==> src/rtl/image_memory_simd_wr_port_if.sv <==
// Lane-side write bus, flush handshake and BRAM write port of the SIMD write port.
interface image_memory_simd_wr_port_if #(
  parameter int N = 4,
  parameter int A = 18
);
  logic [N-1:0]        wr_req;
  logic [N-1:0][A-1:0] wr_addr;
  logic [N-1:0][7:0]   wr_data;
  logic [N-1:0]        wr_ready;
  logic                flush;
  logic                flush_done;
  logic                idle;
  logic                mem_we;
  logic [A-1:0]        mem_addr;
  logic [7:0]          mem_wdata;

  modport master (
    output wr_req, wr_addr, wr_data, flush,
    input  wr_ready, flush_done, idle, mem_we, mem_addr, mem_wdata
  );

  modport slave (
    input  wr_req, wr_addr, wr_data, flush,
    output wr_ready, flush_done, idle, mem_we, mem_addr, mem_wdata
  );
endinterface

==> src/rtl/image_memory_simd_wr_port.sv <==
// N-lane SIMD write port: per-lane line buffers coalesce pixel writes and drain
// one byte per cycle into the single-port image BRAM under a round-robin arbiter.
module image_memory_simd_wr_port #(
  parameter int IMG_W     = 512,
  parameter int IMG_H     = 512,
  parameter int N         = 4,
  parameter int LINE_SIZE = 8
) (
  input  logic                        clk,
  input  logic                        rst,
  image_memory_simd_wr_port_if.slave  bus
);
  localparam int A  = $clog2(IMG_W * IMG_H);
  localparam int O  = $clog2(LINE_SIZE);
  localparam int TW = A - O;
  localparam int LW = $clog2(N);

  typedef enum logic [1:0] {COLLECT, WAIT_ARB, DRAIN} lane_state_t;

  lane_state_t               st       [N];
  lane_state_t               st_nxt   [N];
  logic [LINE_SIZE-1:0][7:0] data     [N];
  logic [LINE_SIZE-1:0][7:0] data_nxt [N];
  logic [LINE_SIZE-1:0]      mask     [N];
  logic [LINE_SIZE-1:0]      mask_nxt [N];
  logic [TW-1:0]             tag      [N];
  logic [TW-1:0]             tag_nxt  [N];

  logic [O-1:0]  drain_idx, drain_idx_nxt;
  logic [LW-1:0] drain_lane, drain_lane_nxt;
  logic [LW-1:0] arb_ptr, arb_ptr_nxt;
  logic          mem_busy, mem_busy_nxt;
  logic          flush_pending, flush_done_q, idle_q;
  logic          mem_we_q, mem_we_nxt;
  logic [A-1:0]  mem_addr_q, mem_addr_nxt;
  logic [7:0]    mem_wdata_q, mem_wdata_nxt;

  logic [N-1:0]  hit, ready, accept;
  logic          all_empty;
  logic          grant_found;
  logic [LW-1:0] grant_lane, cand_lane;
  int unsigned   cand;

  always_comb begin
    all_empty = !mem_busy;
    for (int unsigned i = 0; i < N; i++) begin
      hit[i]    = (mask[i] == '0) || (tag[i] == bus.wr_addr[i][A-1:O]);
      ready[i]  = !rst && !flush_pending && (st[i] == COLLECT) && hit[i];
      accept[i] = bus.wr_req[i] && ready[i];
      if (st[i] != COLLECT || mask[i] != '0) all_empty = 1'b0;
    end
  end

  assign bus.wr_ready = ready;

  // Round-robin search starts one past the lane that drained last.
  always_comb begin
    grant_found = 1'b0;
    grant_lane  = '0;
    cand        = 0;
    cand_lane   = '0;
    for (int unsigned k = 1; k <= N; k++) begin
      cand      = (32'(arb_ptr) + k) % N;
      cand_lane = LW'(cand);
      if (!grant_found && st[cand_lane] == WAIT_ARB) begin
        grant_found = 1'b1;
        grant_lane  = cand_lane;
      end
    end
  end

  always_comb begin
    st_nxt         = st;
    data_nxt       = data;
    mask_nxt       = mask;
    tag_nxt        = tag;
    drain_idx_nxt  = drain_idx;
    drain_lane_nxt = drain_lane;
    arb_ptr_nxt    = arb_ptr;
    mem_busy_nxt   = mem_busy;
    mem_we_nxt     = 1'b0;
    mem_addr_nxt   = mem_addr_q;
    mem_wdata_nxt  = mem_wdata_q;

    for (int unsigned i = 0; i < N; i++) begin
      if (st[i] == COLLECT) begin
        if (accept[i]) begin
          data_nxt[i][bus.wr_addr[i][O-1:0]] = bus.wr_data[i];
          mask_nxt[i][bus.wr_addr[i][O-1:0]] = 1'b1;
          tag_nxt[i]                         = bus.wr_addr[i][A-1:O];
        end
        if (accept[i] && (&mask_nxt[i]))               st_nxt[i] = WAIT_ARB;
        else if (bus.wr_req[i] && !hit[i])             st_nxt[i] = WAIT_ARB;
        else if (flush_pending && mask[i] != '0)       st_nxt[i] = WAIT_ARB;
      end
    end

    // mem_busy implies exactly one lane in DRAIN, tracked by drain_lane.
    if (mem_busy) begin
      mem_we_nxt    = mask[drain_lane][drain_idx];
      mem_addr_nxt  = {tag[drain_lane], drain_idx};
      mem_wdata_nxt = data[drain_lane][drain_idx];
      drain_idx_nxt = drain_idx + 1'b1;
      if (drain_idx == O'(LINE_SIZE - 1)) begin
        mask_nxt[drain_lane] = '0;
        st_nxt[drain_lane]   = COLLECT;
        mem_busy_nxt         = 1'b0;
        arb_ptr_nxt          = drain_lane;
      end
    end else if (grant_found) begin
      st_nxt[grant_lane] = DRAIN;
      drain_idx_nxt      = '0;
      drain_lane_nxt     = grant_lane;
      mem_busy_nxt       = 1'b1;
    end
  end

  always_ff @(posedge clk or posedge rst) begin
    if (rst) begin
      for (int unsigned i = 0; i < N; i++) begin
        st[i]   <= COLLECT;
        data[i] <= '0;
        mask[i] <= '0;
        tag[i]  <= '0;
      end
      drain_idx     <= '0;
      drain_lane    <= '0;
      arb_ptr       <= LW'(N - 1);
      mem_busy      <= 1'b0;
      flush_pending <= 1'b0;
      flush_done_q  <= 1'b0;
      idle_q        <= 1'b1;
      mem_we_q      <= 1'b0;
      mem_addr_q    <= '0;
      mem_wdata_q   <= '0;
    end else begin
      for (int unsigned i = 0; i < N; i++) begin
        st[i]   <= st_nxt[i];
        data[i] <= data_nxt[i];
        mask[i] <= mask_nxt[i];
        tag[i]  <= tag_nxt[i];
      end
      drain_idx     <= drain_idx_nxt;
      drain_lane    <= drain_lane_nxt;
      arb_ptr       <= arb_ptr_nxt;
      mem_busy      <= mem_busy_nxt;
      flush_pending <= bus.flush || (flush_pending && !all_empty);
      flush_done_q  <= flush_pending && all_empty;
      idle_q        <= all_empty;
      mem_we_q      <= mem_we_nxt;
      mem_addr_q    <= mem_addr_nxt;
      mem_wdata_q   <= mem_wdata_nxt;
    end
  end

  assign bus.mem_we     = mem_we_q;
  assign bus.mem_addr   = mem_addr_q;
  assign bus.mem_wdata  = mem_wdata_q;
  assign bus.flush_done = flush_done_q;
  assign bus.idle       = idle_q;
endmodule

==> src/flat_wrapper.sv <==
// flat-port wrapper written by rule: the top's interface ports become plain ports
module image_memory_simd_wr_port_flat 
#(
  parameter int IMG_W     = 512,
  parameter int IMG_H     = 512,
  parameter int N         = 4,
  parameter int LINE_SIZE = 8
)
  (clk, rst, bus_wr_req, bus_wr_addr, bus_wr_data, bus_flush, bus_wr_ready, bus_flush_done, bus_idle, bus_mem_we, bus_mem_addr, bus_mem_wdata);
  image_memory_simd_wr_port_if #(.N(N), .A(($clog2(IMG_W * IMG_H)))) bus_i ();
  input  logic clk;
  input  logic rst;
  input wire logic [$bits(bus_i.wr_req)-1:0] bus_wr_req;
  input wire logic [$bits(bus_i.wr_addr)-1:0] bus_wr_addr;
  input wire logic [$bits(bus_i.wr_data)-1:0] bus_wr_data;
  input wire logic [$bits(bus_i.flush)-1:0] bus_flush;
  output wire logic [$bits(bus_i.wr_ready)-1:0] bus_wr_ready;
  output wire logic [$bits(bus_i.flush_done)-1:0] bus_flush_done;
  output wire logic [$bits(bus_i.idle)-1:0] bus_idle;
  output wire logic [$bits(bus_i.mem_we)-1:0] bus_mem_we;
  output wire logic [$bits(bus_i.mem_addr)-1:0] bus_mem_addr;
  output wire logic [$bits(bus_i.mem_wdata)-1:0] bus_mem_wdata;
  assign bus_i.wr_req = bus_wr_req;
  assign bus_i.wr_addr = bus_wr_addr;
  assign bus_i.wr_data = bus_wr_data;
  assign bus_i.flush = bus_flush;
  assign bus_wr_ready = bus_i.wr_ready;
  assign bus_flush_done = bus_i.flush_done;
  assign bus_idle = bus_i.idle;
  assign bus_mem_we = bus_i.mem_we;
  assign bus_mem_addr = bus_i.mem_addr;
  assign bus_mem_wdata = bus_i.mem_wdata;
  image_memory_simd_wr_port #(.IMG_W(IMG_W), .IMG_H(IMG_H), .N(N), .LINE_SIZE(LINE_SIZE)) u_core (.clk(clk), .rst(rst), .bus(bus_i));
endmodule
==> config.mk <==
export PLATFORM = sky130hd
export DESIGN_NAME = image_memory_simd_wr_port_flat
export DESIGN_NICKNAME = d
export VERILOG_FILES = /design/src/rtl/image_memory_simd_wr_port_if.sv /design/src/rtl/image_memory_simd_wr_port.sv /design/src/flat_wrapper.sv
export SDC_FILE = /design/constraint.sdc
export NUM_CORES = 1
export LEC_CHECK = 0
export BUFFER_PORTS_ARGS = -buffer_cell sky130_fd_sc_hd__buf_2
export CAP_MARGIN = 5
export CORE_MARGIN = 10
export CORE_UTILIZATION = 60
export CTS_CLUSTER_SIZE = 40
export DETAILED_ROUTE_END_ITERATION = 16
export PLACE_DENSITY_LB_ADDON = 0.25
export REMOVE_ABC_BUFFERS = 1
export SLEW_MARGIN = 20
export SYNTH_ARGS = -nofsm -noshare
export SYNTH_HDL_FRONTEND = slang
export SYNTH_SLANG_ARGS = --single-unit
==> constraint.sdc <==
create_clock -name clk -period 38.1 [get_ports clk]
set_clock_uncertainty 0.05 [all_clocks]
set_input_delay 3.81 -clock clk [delete_from_list [all_inputs] [get_ports clk]]
set_output_delay 3.81 -clock clk [all_outputs]
set_load 0.02 [all_outputs]
-- Yosys cells after proc, flatten, opt, wreduce, memory -nomap -nowiden
Cells that the tools add are included.
- muxes and demuxes: 102
- eq/ne operators: 9
- reduce and logical (&&, ||, !) cells: 83
- bitwise logic cells: 18
- $lt $le $gt $ge: 17
- add/sub/neg operators: 5
- operators with widths (operator ; count):
    $bwmux W64 ; 4
    $mux W8 ; 23
    $bmux W64 S2 ; 1
    $mux W64 ; 2
    $demux W8 S3 ; 4
    $mux W32 ; 2
    $eq A15 B15 Y1 ; 4
    $mux W2 ; 30
    $logic_and A1 B1 Y1 ; 36
    $and A32 B32 Y32 ; 1
    $logic_not A8 Y1 ; 4
    $not A32 Y32 ; 1
    $or A8 B8 Y8 ; 4
    $reduce_and A8 Y1 ; 4
    $reduce_bool A8 Y1 ; 4
    $bmux W15 S2 ; 1
    $mux W15 ; 2
    $bmux W8 S3 ; 1
    $lt A3 B4 Y1 const B ; 5
    $ge A3 B3 Y1 const B ; 6
    $not A2 Y3 ; 6
    $mux W1 ; 17
    $bmux W2 S2 ; 4
    $bmux W8 S2 ; 1
    23 further kinds ; 67
- input port bits: 111
- register bits after elaboration: 394
- output and inout port bits: 33
- logic and storage cells: 288

-- Longest topological paths before layout
- depth in word-level cells: 25
- depth in mapped cells: 9
- gate-level depth less buffers: 8

-- Least setup slack after synthesis
OpenSTA, ideal clock, no wires.
- path type: input-to-output
- start point: input rst
- end point: output bus_wr_ready[2]
- setup slack: 19709 ps
- data required time: 34240 ps
- path buffers: 1
- stages: 5
- data arrival time: 14531 ps
- cells stage by stage: inv_1 -> nand2_1 -> nor3_1 -> and2_0 -> clkbuf_1
- cells in the longest elaborated chain, start to end: 4
- RTL lines (element ; RTL line ; text):
    from (decl) ; flat_wrapper.sv:12 ; input logic rst;
    $logic_not A1 Y1 ; image_memory_simd_wr_port.sv:48 ; ready[i] = !rst && !flush_pending && (st[i] == COLLECT) && hit[i];
    $logic_and A1 B1 Y1 (3 in a row) ; image_memory_simd_wr_port.sv:48 ;
    to (decl) ; flat_wrapper.sv:17 ; output wire logic [$bits(bus_i.wr_ready)-1:0] bus_wr_ready;
Every way passes these cells.

-- Worst setup path in the final report
Ends and elaborated chain as after synthesis.

==> qor.txt <==
Synth top area share - 51.41%
post-route ant nets - 0
dominant cell type by area after synthesis - dfrtp_1
FFs w/ async S/R, synth - 100.0%
post-CTS setup buffer count - 0
Die ar. - 39240 um^2
status - completed
total track usage - 27.10%
DRC errors left - 0
Syn Std Cell Area - 19030 um^2
Synth area leaders - dfrtp_1 (51%), mux2_2 (19%), mux4_2 (12%)
Final WS setup - 28.41 ns
EDFF count, synth - 0
ys flop type - dfrtp_1
final slew viol count - 0
I/O pin cnt - 144
CTS root buffer - clkbuf_16
PD cells - 56.21 nW/um^2
HP Class - reg2reg
CTS tree - done
Fmax achieved - 0.1032 GHz
Iteration-0 DRC Markers - 1224
Reg clk slew, reported paths - 0.05 ns
routed vias/inst - 6.558
vias in the first global route - 12.96k
Core ar. - 31390 um^2
static leakage - 10.39 nW
Vias - 12.41k
PortBufs - 143
Clk Latency, worst-skew pair - 0.55 ns
overall power - 1.210 mW
fin nets - 1569
RePlAce Congestion - 0.9666
synthesized area per cell - 14.46 um^2
initial antenna violation count - 4
CP max FO - 80
Ys Warns - 0
Hold Vio Cnt, Final - 0
CP Launch Type - input pin
WL/cell - 27.54 um
minimum clock period after layout - 9.692 ns
CTS Buf Count - 43
RSZ-0062 raised after global routing - no
WP data required - 34.24 ns
Die Width - 198.1 um
dpl hpwl - 33.24 mm
Initial Util - 60.63%
Die Span Y - 198.1 um
HP Start - u_core.arb_ptr[0]$_DFFE_PP1P_
crit path capture type - primary output
hold bufs inserted after CTS - 0
Rel. slew slack - 21.66%
pin count of the biggest net entering global routing - 174
Maximum Capacitance Violations - 0
WL final - 52.10 mm
drt first pass iters - 5
maximum clock path buffer count - 3
Setup Viol. Count Final - 0
Post-CTS Resized - 0
CTS H-Tree Depth - 2
Rows - 65
CTS sink cnt - 394
fin crit share - 25.44%
Least-Margin Pin Slew - 1.166 ns
grt ovf - 0
Reg2Reg Launch Point - u_core.tag[47]$_DFFE_PP0P_
critical setup path kind - in2out
Gate Count Post-Synth - 1316
Area Growth Syn to Fin - 13.08%
Seq/Total Area, Yosys - 51.82%
global-route wire length before repair - 79.79 mm
pre-CTS worst setup slack - 28.43 ns
Worst Path Arrival - 5.83 ns
share of cells above drive strength 1 - 46.20%
FF+latch count, synth - 394
critical path startpoint - rst
Fin Setup TNS - 0 ns
Worst VDD drop - 48.49 uV
number of distinct library cells after synthesis - 72
-- sequential cells by signal, summed over array words and instances (netlist names) --
signal                 flops
u_core.arb_ptr             2
u_core.bus.flush_done      1
u_core.bus.idle            1
u_core.bus.mem_addr       18
u_core.bus.mem_wdata       8
u_core.bus.mem_we          1
u_core.data              256
u_core.drain_idx           3
u_core.drain_lane          2
u_core.flush_pending       1
u_core.mask               32
u_core.mem_busy            1
u_core.st                  8
u_core.tag                60
-- cell usage after synthesis, drive strengths merged (17+ instances only) --
cell and instances:
nor2 29, mux4 105, nand4 17, nand2 76, xor2 48, dfrtp 391
buf 41, clkbuf 22, o21a 18, a21oi 17, mux2 321, nor4 22
inv 24
-- layout by cell type, fill, tap and decap left out, types with 5 or more instances in the layout --
| cell | Yosys | routed |
|---|---|---|
| nand2b_1 | 8 | 8 |
| mux2_2 | 321 | 321 |
| inv_1 | 24 | 23 |
| xor2_1 | 48 | 48 |
| o21ai_0 | 11 | 11 |
| mux4_2 | 105 | 105 |
| buf_4 | 2 | 12 |
| clkbuf_8 | 0 | 7 |
| clkbuf_1 | 22 | 11 |
| nand2_1 | 76 | 76 |
| a21oi_1 | 17 | 17 |
| nand4_1 | 15 | 15 |
| nor2b_1 | 9 | 9 |
| nor3_4 | 5 | 5 |
| and3_1 | 13 | 13 |
| clkinv_2 | 0 | 9 |
| buf_2 | 26 | 143 |
| nand3_1 | 7 | 7 |
| dfrtp_1 | 391 | 388 |
| a21boi_0 | 8 | 8 |
| clkbuf_16 | 0 | 44 |
| nor3_1 | 11 | 11 |
| or4_1 | 6 | 6 |
| xnor2_1 | 12 | 12 |
| and2_1 | 6 | 6 |
| mux2i_1 | 9 | 9 |
| nor4_1 | 18 | 18 |
| o21a_1 | 17 | 17 |
| nor2_1 | 27 | 27 |
-- cell type report --
type                       instances  area, um^2
antenna                            3       7.507
clock buffer                      62        1239
clock inverter                    14       160.2
fill                            2189        9871
inverter                          25       101.3
multi-input combinational        834        8791
sequential                       394        9872
tap                              402       503.0
timing repair buffer             158       848.3
-- worst max-delay path: stages --
cell,delay [ns]
buf_2,0.13
inv_8,0.38
nand2_1,0.33
nor3_1,0.57
and2_0,0.30
buf_2,0.23
-- final timing paths --
kind	end	slack (ns)	cells past startpoint
max in group asynchronous	u_core.drain_lane[1]$_DFFE_PP0P_	33.38	3
min	u_core.arb_ptr[0]$_DFFE_PP1P_	0.44	2
min in group asynchronous	u_core.data[73]$_DFFE_PP0P_	3.27	2
max	bus_wr_ready[2]	28.41	6
min reg2reg	u_core.arb_ptr[0]$_DFFE_PP1P_	0.44	2
max reg2reg	u_core.data[216]$_DFFE_PP0P_	34.13	7
-- layer usage --
layer	global-route usage, %	vias to the layer above	wire length [um]
met5	0	-	13
met3	5.415	88	4213
met2	43.51	530	25400
li1	-	5218	-
met1	36.64	6570	21100
met4	8.371	2	1371
-- stage by stage --
step	cell area, um^2	hold WS, ns	util, %	instances
detailed placement	20110	0.4291	64.07	1813
global placement	20100	0.4213	64.03	1812
floorplan	18750	0.4017	-	1253
CTS	21510	0.4378	68.52	1889
finish	21520	0.4408	68.56	1892
global route	21520	0.4509	68.56	1892
-- kinds of logic after synthesis --
family,count (synthesis),synth area share [%]
buffers and inverters,88,1.985
AO/OA/AOI/OAI,103,3.918
multiplexers,435,31.89
flip-flops,394,51.82
adder cells (fa/ha/maj),2,0.1315
XOR/XNOR,60,2.761
AND/OR/NAND/NOR,234,7.488
-- where the power goes --
part	internal, mW	switching [mW]
Clock	0.246	0.168
Combinational	0.130	0.155
Sequential	0.459	0.0514
Power figures use the tool's default switching activity.
